File: src/rtl/sram_arb_pkg.sv
// Shared types and helpers for the SRAM port arbiter.
// The optional SRAM_ARB_LOCK_EN build adds grant locking; nothing here changes with it.
package sram_arb_pkg;

  localparam int unsigned MAX_REQ  = 4;
  localparam int unsigned DATA_W   = 32;
  localparam int unsigned BYTEEN_W = 4;

  typedef struct packed {
    logic       valid;
    logic [1:0] owner;
  } tag_t;

  // (base + off) mod n, for round-robin index walking.
  function automatic logic [1:0] rr_wrap(input logic [1:0] base, input int unsigned off,
                                         input int unsigned n);
    int unsigned sum;
    sum = 32'(base) + off;
    return 2'(sum % n);
  endfunction

endpackage

File: src/rtl/sram_port_arbiter_if.sv
// Requester, response and SRAM-side signals of the SRAM port arbiter.
// req_lock exists only when SRAM_ARB_LOCK_EN is defined.
interface sram_port_arbiter_if
  import sram_arb_pkg::*;
#(
  parameter int unsigned NUM_REQ    = 2,
  parameter int unsigned MEM_AWIDTH = 16
);
  logic [NUM_REQ-1:0]            req_valid;
  logic [NUM_REQ-1:0]            req_ready;
  logic [NUM_REQ-1:0]            req_write;
  logic [NUM_REQ*MEM_AWIDTH-1:0] req_addr;
  logic [NUM_REQ*BYTEEN_W-1:0]   req_byteen;
  logic [NUM_REQ*DATA_W-1:0]     req_wdata;
`ifdef SRAM_ARB_LOCK_EN
  logic [NUM_REQ-1:0]            req_lock;
`endif
  logic [NUM_REQ-1:0]            rsp_valid;
  logic [DATA_W-1:0]             rsp_rdata;
  logic                          mem_ren;
  logic                          mem_wen;
  logic [MEM_AWIDTH-1:0]         mem_addr;
  logic [BYTEEN_W-1:0]           mem_byteen;
  logic [DATA_W-1:0]             mem_wdata;
  logic [DATA_W-1:0]             mem_rdata;

  modport slave (
`ifdef SRAM_ARB_LOCK_EN
    input  req_lock,
`endif
    input  req_valid, req_write, req_addr, req_byteen, req_wdata, mem_rdata,
    output req_ready, rsp_valid, rsp_rdata, mem_ren, mem_wen, mem_addr, mem_byteen, mem_wdata
  );

  modport master (
`ifdef SRAM_ARB_LOCK_EN
    output req_lock,
`endif
    output req_valid, req_write, req_addr, req_byteen, req_wdata, mem_rdata,
    input  req_ready, rsp_valid, rsp_rdata, mem_ren, mem_wen, mem_addr, mem_byteen, mem_wdata
  );

endinterface

File: src/rtl/sram_arb_rr.sv
// Round-robin pointer and one-hot grant; a locked last winner keeps the grant.
// Lock is a plain input here; the top ties it low unless SRAM_ARB_LOCK_EN is defined.
module sram_arb_rr
  import sram_arb_pkg::*;
#(
  parameter int unsigned NUM_REQ = 2
) (
  input  logic               clk_i,
  input  logic               rst_i,
  input  logic [NUM_REQ-1:0] valid_i,
  input  logic [NUM_REQ-1:0] lock_i,
  output logic [NUM_REQ-1:0] gnt_o,
  output logic [1:0]         gnt_idx_o,
  output logic               gnt_vld_o
);

  logic [1:0] ptr_q, ptr_d;
  logic [1:0] last_q, last_d;
  logic       hold;
  logic [1:0] cand;

  always_comb begin
    hold      = 1'b0;
    gnt_o     = '0;
    gnt_idx_o = '0;
    gnt_vld_o = 1'b0;
    cand      = '0;
    ptr_d     = ptr_q;
    last_d    = last_q;

    for (int i = 0; i < NUM_REQ; i++) begin
      if (last_q == 2'(i)) hold = valid_i[i] & lock_i[i];
    end

    if (hold) begin
      gnt_idx_o = last_q;
      gnt_vld_o = 1'b1;
    end else begin
      for (int k = 0; k < NUM_REQ; k++) begin
        cand = rr_wrap(ptr_q, unsigned'(k), NUM_REQ);
        for (int i = 0; i < NUM_REQ; i++) begin
          if (!gnt_vld_o && cand == 2'(i) && valid_i[i]) begin
            gnt_vld_o = 1'b1;
            gnt_idx_o = cand;
          end
        end
      end
    end

    for (int i = 0; i < NUM_REQ; i++) begin
      if (gnt_vld_o && gnt_idx_o == 2'(i)) gnt_o[i] = 1'b1;
    end

    // A locked re-grant leaves the pointer where it was.
    if (gnt_vld_o && !hold) begin
      ptr_d  = rr_wrap(gnt_idx_o, 1, NUM_REQ);
      last_d = gnt_idx_o;
    end
  end

  always_ff @(posedge clk_i or posedge rst_i) begin
    if (rst_i) begin
      ptr_q  <= '0;
      last_q <= '0;
    end else begin
      ptr_q  <= ptr_d;
      last_q <= last_d;
    end
  end

endmodule

File: src/rtl/sram_port_arbiter.sv
// Shares one SRAM port between NUM_REQ requesters: registered issue stage plus read-tag pipe.
// Define SRAM_ARB_LOCK_EN to enable the req_lock grant-hold feature.
module sram_port_arbiter
  import sram_arb_pkg::*;
#(
  parameter int unsigned NUM_REQ    = 2,
  parameter int unsigned MEM_AWIDTH = 16,
  parameter int unsigned RD_LATENCY = 1
) (
  input  logic              HCLK,
  input  logic              HRESET,
  sram_port_arbiter_if.slave bus
);

  logic [NUM_REQ-1:0]    gnt;
  logic [1:0]            gnt_idx;
  logic                  gnt_vld;
  logic [NUM_REQ-1:0]    lock;

  logic                  sel_write;
  logic [MEM_AWIDTH-1:0] sel_addr;
  logic [BYTEEN_W-1:0]   sel_byteen;
  logic [DATA_W-1:0]     sel_wdata;

  logic                  mem_ren_q, mem_wen_q;
  logic [MEM_AWIDTH-1:0] mem_addr_q;
  logic [BYTEEN_W-1:0]   mem_byteen_q;
  logic [DATA_W-1:0]     mem_wdata_q;
  tag_t                  tag_q [RD_LATENCY+1];
  logic [NUM_REQ-1:0]    rsp_valid_q, rsp_valid_d;
  logic [DATA_W-1:0]     rsp_rdata_q;

`ifdef SRAM_ARB_LOCK_EN
  assign lock = bus.req_lock;
`else
  assign lock = '0;
`endif

  sram_arb_rr #(
    .NUM_REQ(NUM_REQ)
  ) u_rr (
    .clk_i    (HCLK),
    .rst_i    (HRESET),
    .valid_i  (bus.req_valid),
    .lock_i   (lock),
    .gnt_o    (gnt),
    .gnt_idx_o(gnt_idx),
    .gnt_vld_o(gnt_vld)
  );

  assign bus.req_ready = gnt;

  always_comb begin
    sel_write  = 1'b0;
    sel_addr   = '0;
    sel_byteen = '0;
    sel_wdata  = '0;
    for (int i = 0; i < NUM_REQ; i++) begin
      if (gnt_idx == 2'(i)) begin
        sel_write  = bus.req_write[i];
        sel_addr   = bus.req_addr[i*MEM_AWIDTH +: MEM_AWIDTH];
        sel_byteen = bus.req_byteen[i*BYTEEN_W +: BYTEEN_W];
        sel_wdata  = bus.req_wdata[i*DATA_W +: DATA_W];
      end
    end
  end

  // Tag at the last stage lines up with the cycle mem_rdata is valid.
  always_comb begin
    rsp_valid_d = '0;
    for (int i = 0; i < NUM_REQ; i++) begin
      if (tag_q[RD_LATENCY].valid && tag_q[RD_LATENCY].owner == 2'(i)) rsp_valid_d[i] = 1'b1;
    end
  end

  always_ff @(posedge HCLK or posedge HRESET) begin
    if (HRESET) begin
      mem_ren_q    <= 1'b0;
      mem_wen_q    <= 1'b0;
      mem_addr_q   <= '0;
      mem_byteen_q <= '0;
      mem_wdata_q  <= '0;
      for (int i = 0; i <= RD_LATENCY; i++) tag_q[i] <= '0;
      rsp_valid_q  <= '0;
      rsp_rdata_q  <= '0;
    end else begin
      mem_ren_q <= gnt_vld & ~sel_write;
      mem_wen_q <= gnt_vld & sel_write;
      if (gnt_vld) begin
        mem_addr_q   <= sel_addr;
        mem_byteen_q <= sel_byteen;
        mem_wdata_q  <= sel_wdata;
      end
      tag_q[0] <= '{valid: gnt_vld & ~sel_write, owner: gnt_idx};
      for (int i = 1; i <= RD_LATENCY; i++) tag_q[i] <= tag_q[i-1];
      rsp_valid_q <= rsp_valid_d;
      if (tag_q[RD_LATENCY].valid) rsp_rdata_q <= bus.mem_rdata;
    end
  end

  assign bus.mem_ren    = mem_ren_q;
  assign bus.mem_wen    = mem_wen_q;
  assign bus.mem_addr   = mem_addr_q;
  assign bus.mem_byteen = mem_byteen_q;
  assign bus.mem_wdata  = mem_wdata_q;
  assign bus.rsp_valid  = rsp_valid_q;
  assign bus.rsp_rdata  = rsp_rdata_q;

endmodule

File: src/flat_wrapper.sv
// flat-port wrapper written by rule: the top's interface ports become plain ports
module sram_port_arbiter_flat import sram_arb_pkg::*;
#(
  parameter int unsigned NUM_REQ    = 2,
  parameter int unsigned MEM_AWIDTH = 16,
  parameter int unsigned RD_LATENCY = 1
)
  (HCLK, HRESET, bus_req_valid, bus_req_write, bus_req_addr, bus_req_byteen, bus_req_wdata, bus_mem_rdata, bus_req_ready, bus_rsp_valid, bus_rsp_rdata, bus_mem_ren, bus_mem_wen, bus_mem_addr, bus_mem_byteen, bus_mem_wdata);
  sram_port_arbiter_if #(.NUM_REQ(NUM_REQ), .MEM_AWIDTH(MEM_AWIDTH)) bus_i ();
  input  logic HCLK;
  input  logic HRESET;
  input wire logic [$bits(bus_i.req_valid)-1:0] bus_req_valid;
  input wire logic [$bits(bus_i.req_write)-1:0] bus_req_write;
  input wire logic [$bits(bus_i.req_addr)-1:0] bus_req_addr;
  input wire logic [$bits(bus_i.req_byteen)-1:0] bus_req_byteen;
  input wire logic [$bits(bus_i.req_wdata)-1:0] bus_req_wdata;
  input wire logic [$bits(bus_i.mem_rdata)-1:0] bus_mem_rdata;
  output wire logic [$bits(bus_i.req_ready)-1:0] bus_req_ready;
  output wire logic [$bits(bus_i.rsp_valid)-1:0] bus_rsp_valid;
  output wire logic [$bits(bus_i.rsp_rdata)-1:0] bus_rsp_rdata;
  output wire logic [$bits(bus_i.mem_ren)-1:0] bus_mem_ren;
  output wire logic [$bits(bus_i.mem_wen)-1:0] bus_mem_wen;
  output wire logic [$bits(bus_i.mem_addr)-1:0] bus_mem_addr;
  output wire logic [$bits(bus_i.mem_byteen)-1:0] bus_mem_byteen;
  output wire logic [$bits(bus_i.mem_wdata)-1:0] bus_mem_wdata;
  assign bus_i.req_valid = bus_req_valid;
  assign bus_i.req_write = bus_req_write;
  assign bus_i.req_addr = bus_req_addr;
  assign bus_i.req_byteen = bus_req_byteen;
  assign bus_i.req_wdata = bus_req_wdata;
  assign bus_i.mem_rdata = bus_mem_rdata;
  assign bus_req_ready = bus_i.req_ready;
  assign bus_rsp_valid = bus_i.rsp_valid;
  assign bus_rsp_rdata = bus_i.rsp_rdata;
  assign bus_mem_ren = bus_i.mem_ren;
  assign bus_mem_wen = bus_i.mem_wen;
  assign bus_mem_addr = bus_i.mem_addr;
  assign bus_mem_byteen = bus_i.mem_byteen;
  assign bus_mem_wdata = bus_i.mem_wdata;
  sram_port_arbiter #(.NUM_REQ(NUM_REQ), .MEM_AWIDTH(MEM_AWIDTH), .RD_LATENCY(RD_LATENCY)) u_core (.HCLK(HCLK), .HRESET(HRESET), .bus(bus_i));
endmodule
File: config.mk
export PLATFORM = sky130hd
export DESIGN_NAME = sram_port_arbiter_flat
export DESIGN_NICKNAME = d
export VERILOG_FILES = /design/src/rtl/sram_arb_pkg.sv /design/src/rtl/sram_port_arbiter_if.sv /design/src/rtl/sram_arb_rr.sv /design/src/rtl/sram_port_arbiter.sv /design/src/flat_wrapper.sv
export SDC_FILE = /design/constraint.sdc
export NUM_CORES = 1
export LEC_CHECK = 0
export CAP_MARGIN = 20
export CORE_ASPECT_RATIO = 1.1
export CORE_MARGIN = 8
export CORE_UTILIZATION = 40
export CTS_CLUSTER_SIZE = 16
export DETAILED_ROUTE_END_ITERATION = 10
export HOLD_SLACK_MARGIN = 0.06
export PLACE_DENSITY = 0.77
export SYNTH_ARGS = -nofsm -noshare
export SYNTH_HDL_FRONTEND = slang
export SYNTH_SLANG_ARGS = --single-unit
File: constraint.sdc
create_clock -name HCLK -period 3.6 [get_ports HCLK]
set_clock_uncertainty 0.05 [all_clocks]
set_input_delay 0.54 -clock HCLK [delete_from_list [all_inputs] [get_ports HCLK]]
set_output_delay 0.54 -clock HCLK [all_outputs]
set_load 0.02 [all_outputs]
# After elaboration in Yosys (flattened, before gate mapping)

Cells that the tools add are included.

Bits in registers: 94
Input port bits: 142
Logic and storage cells: 56

Add/sub/neg operators: 2
Equality and inequality tests: 2
Multiplexer cells: 20
Bitwise gates (word level): 3
Reductions and logical operators: 18

Operator list:

| operator                                                               | count |
|---|---|
| 32-bit 2-to-1 mux                                                      | 2 |
| 16-bit 2-to-1 mux                                                      | 2 |
| 1-bit logical AND                                                      | 11 |
| 1-bit 2-to-1 mux                                                       | 11 |
| 2-bit logical NOT                                                      | 4 |
| 4-bit 2-to-1 mux                                                       | 2 |
| 2-bit 2-to-1 mux                                                       | 3 |
| 2-bit by 1-bit equality test with 1-bit output (second input constant) | 2 |
| 1-bit logical NOT                                                      | 3 |
| 1-bit adder (second input constant)                                    | 2 |
| 1-bit bitwise AND                                                      | 2 |
| 1-bit NOT                                                              | 1 |

# Logic depth before layout (Yosys ltp)

Word-level depth: 20
Depth in mapped cells: 6
Depth with buffers taken out: 4

# Cells and area by module

From an unflattened synthesis, not the netlist that was laid out.

Cells, all modules: 340
Area, all modules: 4344.2 um2

By module, submodules not included:

| module            | times used | cells each | area each (um2) | seq. area each (um2) |
|---|---|---|---|---|
| sram_port_arbiter | 1          | 311        | 4125.2          | 2327.2 |
| sram_arb_rr       | 1          | 29         | 219.0           | 75.1 |

# Least setup slack after synthesis

Ideal clock, no wire load.

Kind: input port to output port
From: input port bus_req_valid[1]
To: output port bus_req_ready[0]
Arrival: 1.117 ns
Required time: 3.010 ns
Path slack: 1.893 ns
Stages: 2
Cells stage by stage: buf_2 a21boi_1

Word-level cells in the longest chain between the ends: 13
Elaborated cells between the ends (all ways): 16
Classes of those cells: mux (7); reduce/logical (9)

Ends and longest elaborated chain:

| element                         | RTL line           | text |
|---|---|---|
| start: declaration              | flat_wrapper.sv:12 | `input wire logic [$bits(bus_i.req_valid)-1:0] bus_req_valid;` |
| 1-bit logical AND               | sram_arb_rr.sv:42  | `if (!gnt_vld_o && cand == 2'(i) && valid_i[i]) begin` |
| 1-bit 2-to-1 mux                | sram_arb_rr.sv:42  |  |
| 1-bit logical NOT               | sram_arb_rr.sv:42  |  |
| 1-bit logical AND (2 in series) | sram_arb_rr.sv:42  |  |
| 1-bit 2-to-1 mux                | sram_arb_rr.sv:42  |  |
| 1-bit logical NOT               | sram_arb_rr.sv:42  |  |
| 1-bit logical AND (2 in series) | sram_arb_rr.sv:42  |  |
| 2-bit 2-to-1 mux                | sram_arb_rr.sv:42  |  |
| 2-bit logical NOT               | sram_arb_rr.sv:51  | `if (gnt_vld_o && gnt_idx_o == 2'(i)) gnt_o[i] = 1'b1;` |
| 1-bit logical AND (*)           | sram_arb_rr.sv:51  |  |
| 1-bit 2-to-1 mux (*)            | sram_arb_rr.sv:51  |  |
| end: declaration                | flat_wrapper.sv:18 | `output wire logic [$bits(bus_i.req_ready)-1:0] bus_req_ready;` |

Mark *: on every way between the ends. The rest lies on a longest branch, timed or not.

# Worst setup path after layout

From: register u_core.u_rr.ptr_q[0]
To: output port bus_req_ready[0]

Word-level cells in the longest chain between the ends: 18
Elaborated cells between the ends (all ways): 24
Classes of those cells: add/sub (1); mux (9); reduce/logical (14)

Ends and longest elaborated chain:

| element                         | RTL line          | text |
|---|---|---|
| start: declaration              | sram_arb_rr.sv:17 | `logic [1:0] ptr_q, ptr_d;` |
| start signal: assignment        | sram_arb_rr.sv:66 | `ptr_q <= ptr_d;` |
| 2-bit logical NOT               | sram_arb_rr.sv:42 |  |
| 1-bit logical AND               | sram_arb_rr.sv:42 |  |
| 1-bit 2-to-1 mux                | sram_arb_rr.sv:42 |  |
| 1-bit logical NOT               | sram_arb_rr.sv:42 |  |
| 1-bit logical AND (2 in series) | sram_arb_rr.sv:42 |  |
| 1-bit 2-to-1 mux                | sram_arb_rr.sv:42 |  |
| 1-bit logical NOT               | sram_arb_rr.sv:42 |  |
| 1-bit logical AND (2 in series) | sram_arb_rr.sv:42 |  |
| 1-bit 2-to-1 mux                | sram_arb_rr.sv:42 |  |
| 1-bit logical NOT               | sram_arb_rr.sv:42 |  |
| 1-bit logical AND (2 in series) | sram_arb_rr.sv:42 |  |
| 2-bit 2-to-1 mux                | sram_arb_rr.sv:42 |  |
| 2-bit logical NOT               | sram_arb_rr.sv:51 |  |
| 1-bit logical AND (*)           | sram_arb_rr.sv:51 |  |
| 1-bit 2-to-1 mux (*)            | sram_arb_rr.sv:51 |  |

Marks and branches as above.

==> results_dict.tcl <==
set metrics [dict create \
    status "finished clean" \
    ir_drop_mv 0.261 \
    die_x_um 118 \
    rows 41 \
    cts-hold-fix-buffers 0 \
    coreArea_mm2 0.0113 \
    period_share_pct 71.1 \
    cts_max_level 3 \
    nNetsFinal 737 \
    crit_path_start_kind "flop" \
    setup_viol 0 \
    tightest_slew_ns 0.944 \
    worstSetupPathType "flop to output port" \
    antennaDiodeCount 0 \
    clock-sinks 92 \
    timing.fmax_mhz 391 \
    power.total_mw 3.33 \
    crit_arrival_ns 1.97 \
    ys_top_cells_by_count "92 x dfrtp_1, 53 x o21ai_1, 52 x a31oi_1, 52 x and3b_1, 52 x mux2i_1" \
    ff_latch_area_mm2 0.00230 \
    start_util_pct 40.4 \
    hp-start "u_core.tag_q[3]" \
    postCtsSetupBuffers 0 \
    dp_cells 733 \
    sw_frac_of_total_pct 29.7 \
    leakagePower_nw 3.15 \
    combPwrFrac_pct 33.3 \
    totalWireLength_mm 14.9 \
    power.share.sequential_pct 38.5 \
    portBuffers 231 \
    path_max_fanout 53 \
    fillers 894 \
    crit_path_end_kind "output port" \
    overflow 0 \
    firstDrtPassIters 5 \
    grt_pass1_wl_mm 23.4 \
    route.detailed.drc 0 \
    cts_buffer_depth 2 \
    multi_input_area_mm2 0.00199 \
    cts_tree "built" \
    clock_latency_ns 0.33 \
    tns_ns 0 \
    layoutNonFillerInstCount 749 \
    utilization_pct 63.5 \
    place.gp.congestion 0.742 \
    r2r_start "u_core.u_rr.ptr_q[0]" \
    synth_edf_count 0 \
    vias 4001 \
    rsz0062_at_grt "no" \
    hold_path_class "flop to flop" \
    via_per_inst 5.34 \
    critPathRequiredTime_ns 3.01 \
    io_pins 232 \
    p_int_mw 2.34 \
    synth_cell_types 19 \
    grt_max_degree 77 \
    die_h_um 128 \
    yosysTopAreaCell "dfrtp_1" \
    clk_pin_slew_ns 0.06 \
    ys_seq_area_share_pct 50.3 \
    syn_inst 385 \
    synth_area_leaders "dfrtp_1 50%, mux2i_1 11%, and3b_1 9.9%" \
    drive_gt1_share_pct 9.85 \
    pwr-share-clk_pct 28.2 \
    ys_ff_latch 92 \
    ys.flop_type "dfrtp_1" \
    drv_slew 0 \
    syn_area_mm2 0.00458 \
    wl_per_cell_um 19.9 \
    async_flop_share_pct 100 \
    powerDensity_mw_per_mm2 463 \
    grt_usage_pct 19.3 \
    dp_hpwl_mm 11.0 \
    final-hold-violation-count 0 \
    p_switching_uw 988 \
    synthesis.nets 527 \
    drt-initial-drc-count 259 \
    yosys_warnings 0 \
    yosysTopAreaCellShare_pct 50.3 \
    cts_resized 0 \
    antenna_found_initial 0 \
    cts-root-buf "clkbuf_16" \
    avgSynthCellArea_um2 11.9 \
    relSlewSlack_pct 37.0 \
    crit_start "u_core.u_rr.ptr_q[0]" \
    synth_most_common_cell "dfrtp_1" \
    numCtsBuffers 9 \
    post-route-min-period_ns 2.56 \
    die_area_mm2 0.0151 \
    syn_to_final_growth_pct 57.1 \
    grt_pass1_vias 4325 \
    cap_viol_max_count 0 \
    drtAntennaViolNets 0 \
]
placed cells by master, fill, tap and decap left out, types with 2 or more instances in the layout:
cell and instances:
mux2i_1 52, mux2_2 32, clkbuf_16 9, dfrtp_1 92, a31oi_1 52, clkdlybuf4s50_1 229
and3b_1 52, o21ai_1 53, clkbuf_1 2, inv_1 2, buf_4 8, clkinv_4 2
buf_16 2
metrics by stage:
step | area [µm²] | hold WS (ns) | setup slack, ns
floorplan | 4580 | 0.281 | 0.618
global placement | 6850 | 0.289 | 1.14
detailed placement | 6870 | 0.297 | 1.12
CTS | 7170 | 0.297 | 1.01
global route | 7200 | 0.321 | 0.933
finish | 7200 | 0.300 | 1.04
routing by layer:
metal  global-route usage [%]  wire, µm
met1                     21.6      5970
met2                     32.9      7290
met3                     7.14      1270
met4                     7.77       359
met5                        0         0
final cells by class:
| cell class | instances | share of cell area [%] |
|---|---|---|
| Tap cell | 150 | 2.61 |
| Sequential cell | 92 | 32.0 |
| Multi-Input combinational cell | 249 | 27.6 |
| Clock buffer | 12 | 3.43 |
| Clock inverter | 3 | 0.661 |
| Inverter | 4 | 0.243 |
| Timing Repair Buffer | 239 | 33.5 |
registers in the layout, summed over array words and instances, names as in the netlist:
| signal | flops |
|---|---|
| u_core.bus.mem_wdata | 32 |
| u_core.bus.mem_byteen | 4 |
| u_core.bus.rsp_valid | 2 |
| u_core.bus.mem_wen | 1 |
| u_core.tag_q | 3 |
| u_core.bus.mem_ren | 1 |
| u_core.u_rr.ptr_q | 1 |
| u_core.bus.rsp_rdata | 32 |
| u_core.bus.mem_addr | 16 |
power groups by stage:
stage / Clock [mW] / Combinational (mW) / Sequential, mW
after CTS: 0.957 / 1.11 / 1.29
after global placement: 0 / 1.08 / 1.30
final: 0.939 / 1.11 / 1.28
after floorplan: 0 / 0.361 / 1.48
after detailed placement: 0 / 1.10 / 1.31
after global routing: 0.996 / 1.18 / 1.30
cell families (layout without fill, tap and decap cells):
family                 Yosys count  in the layout  synth area share, %
AO/OA/AOI/OAI                  108            108                 13.4
multiplexers                    84             84                 19.2
flip-flops                      92             92                 50.3
buffers and inverters           44            258                 6.36
AND/OR/NAND/NOR                 57             57                 10.8
path summary, 6_finish.rpt:
check / cells past startpoint / end / slack (ns)
worst max-delay path: 3 / bus_req_ready[0] / 1.04
worst min-delay path: 0 / u_core.tag_q[0] / 0.30
worst max register to register: 4 / u_core.bus.mem_wdata[19] / 2.10
worst min register to register: 0 / u_core.tag_q[0] / 0.30
max in group asynchronous: 3 / u_core.bus.mem_wdata[5] / 2.26
min in group asynchronous: 2 / u_core.bus.rsp_rdata[6] / 0.60
worst max-delay path, cell delays in order, from the launching register on:
cell,delay (ns)
dfrtp_1,0.39
buf_4,0.29
a21boi_1,0.28
clkdlybuf4s50_1,0.67
No activity file was read; power rests on OpenSTA's default activity.
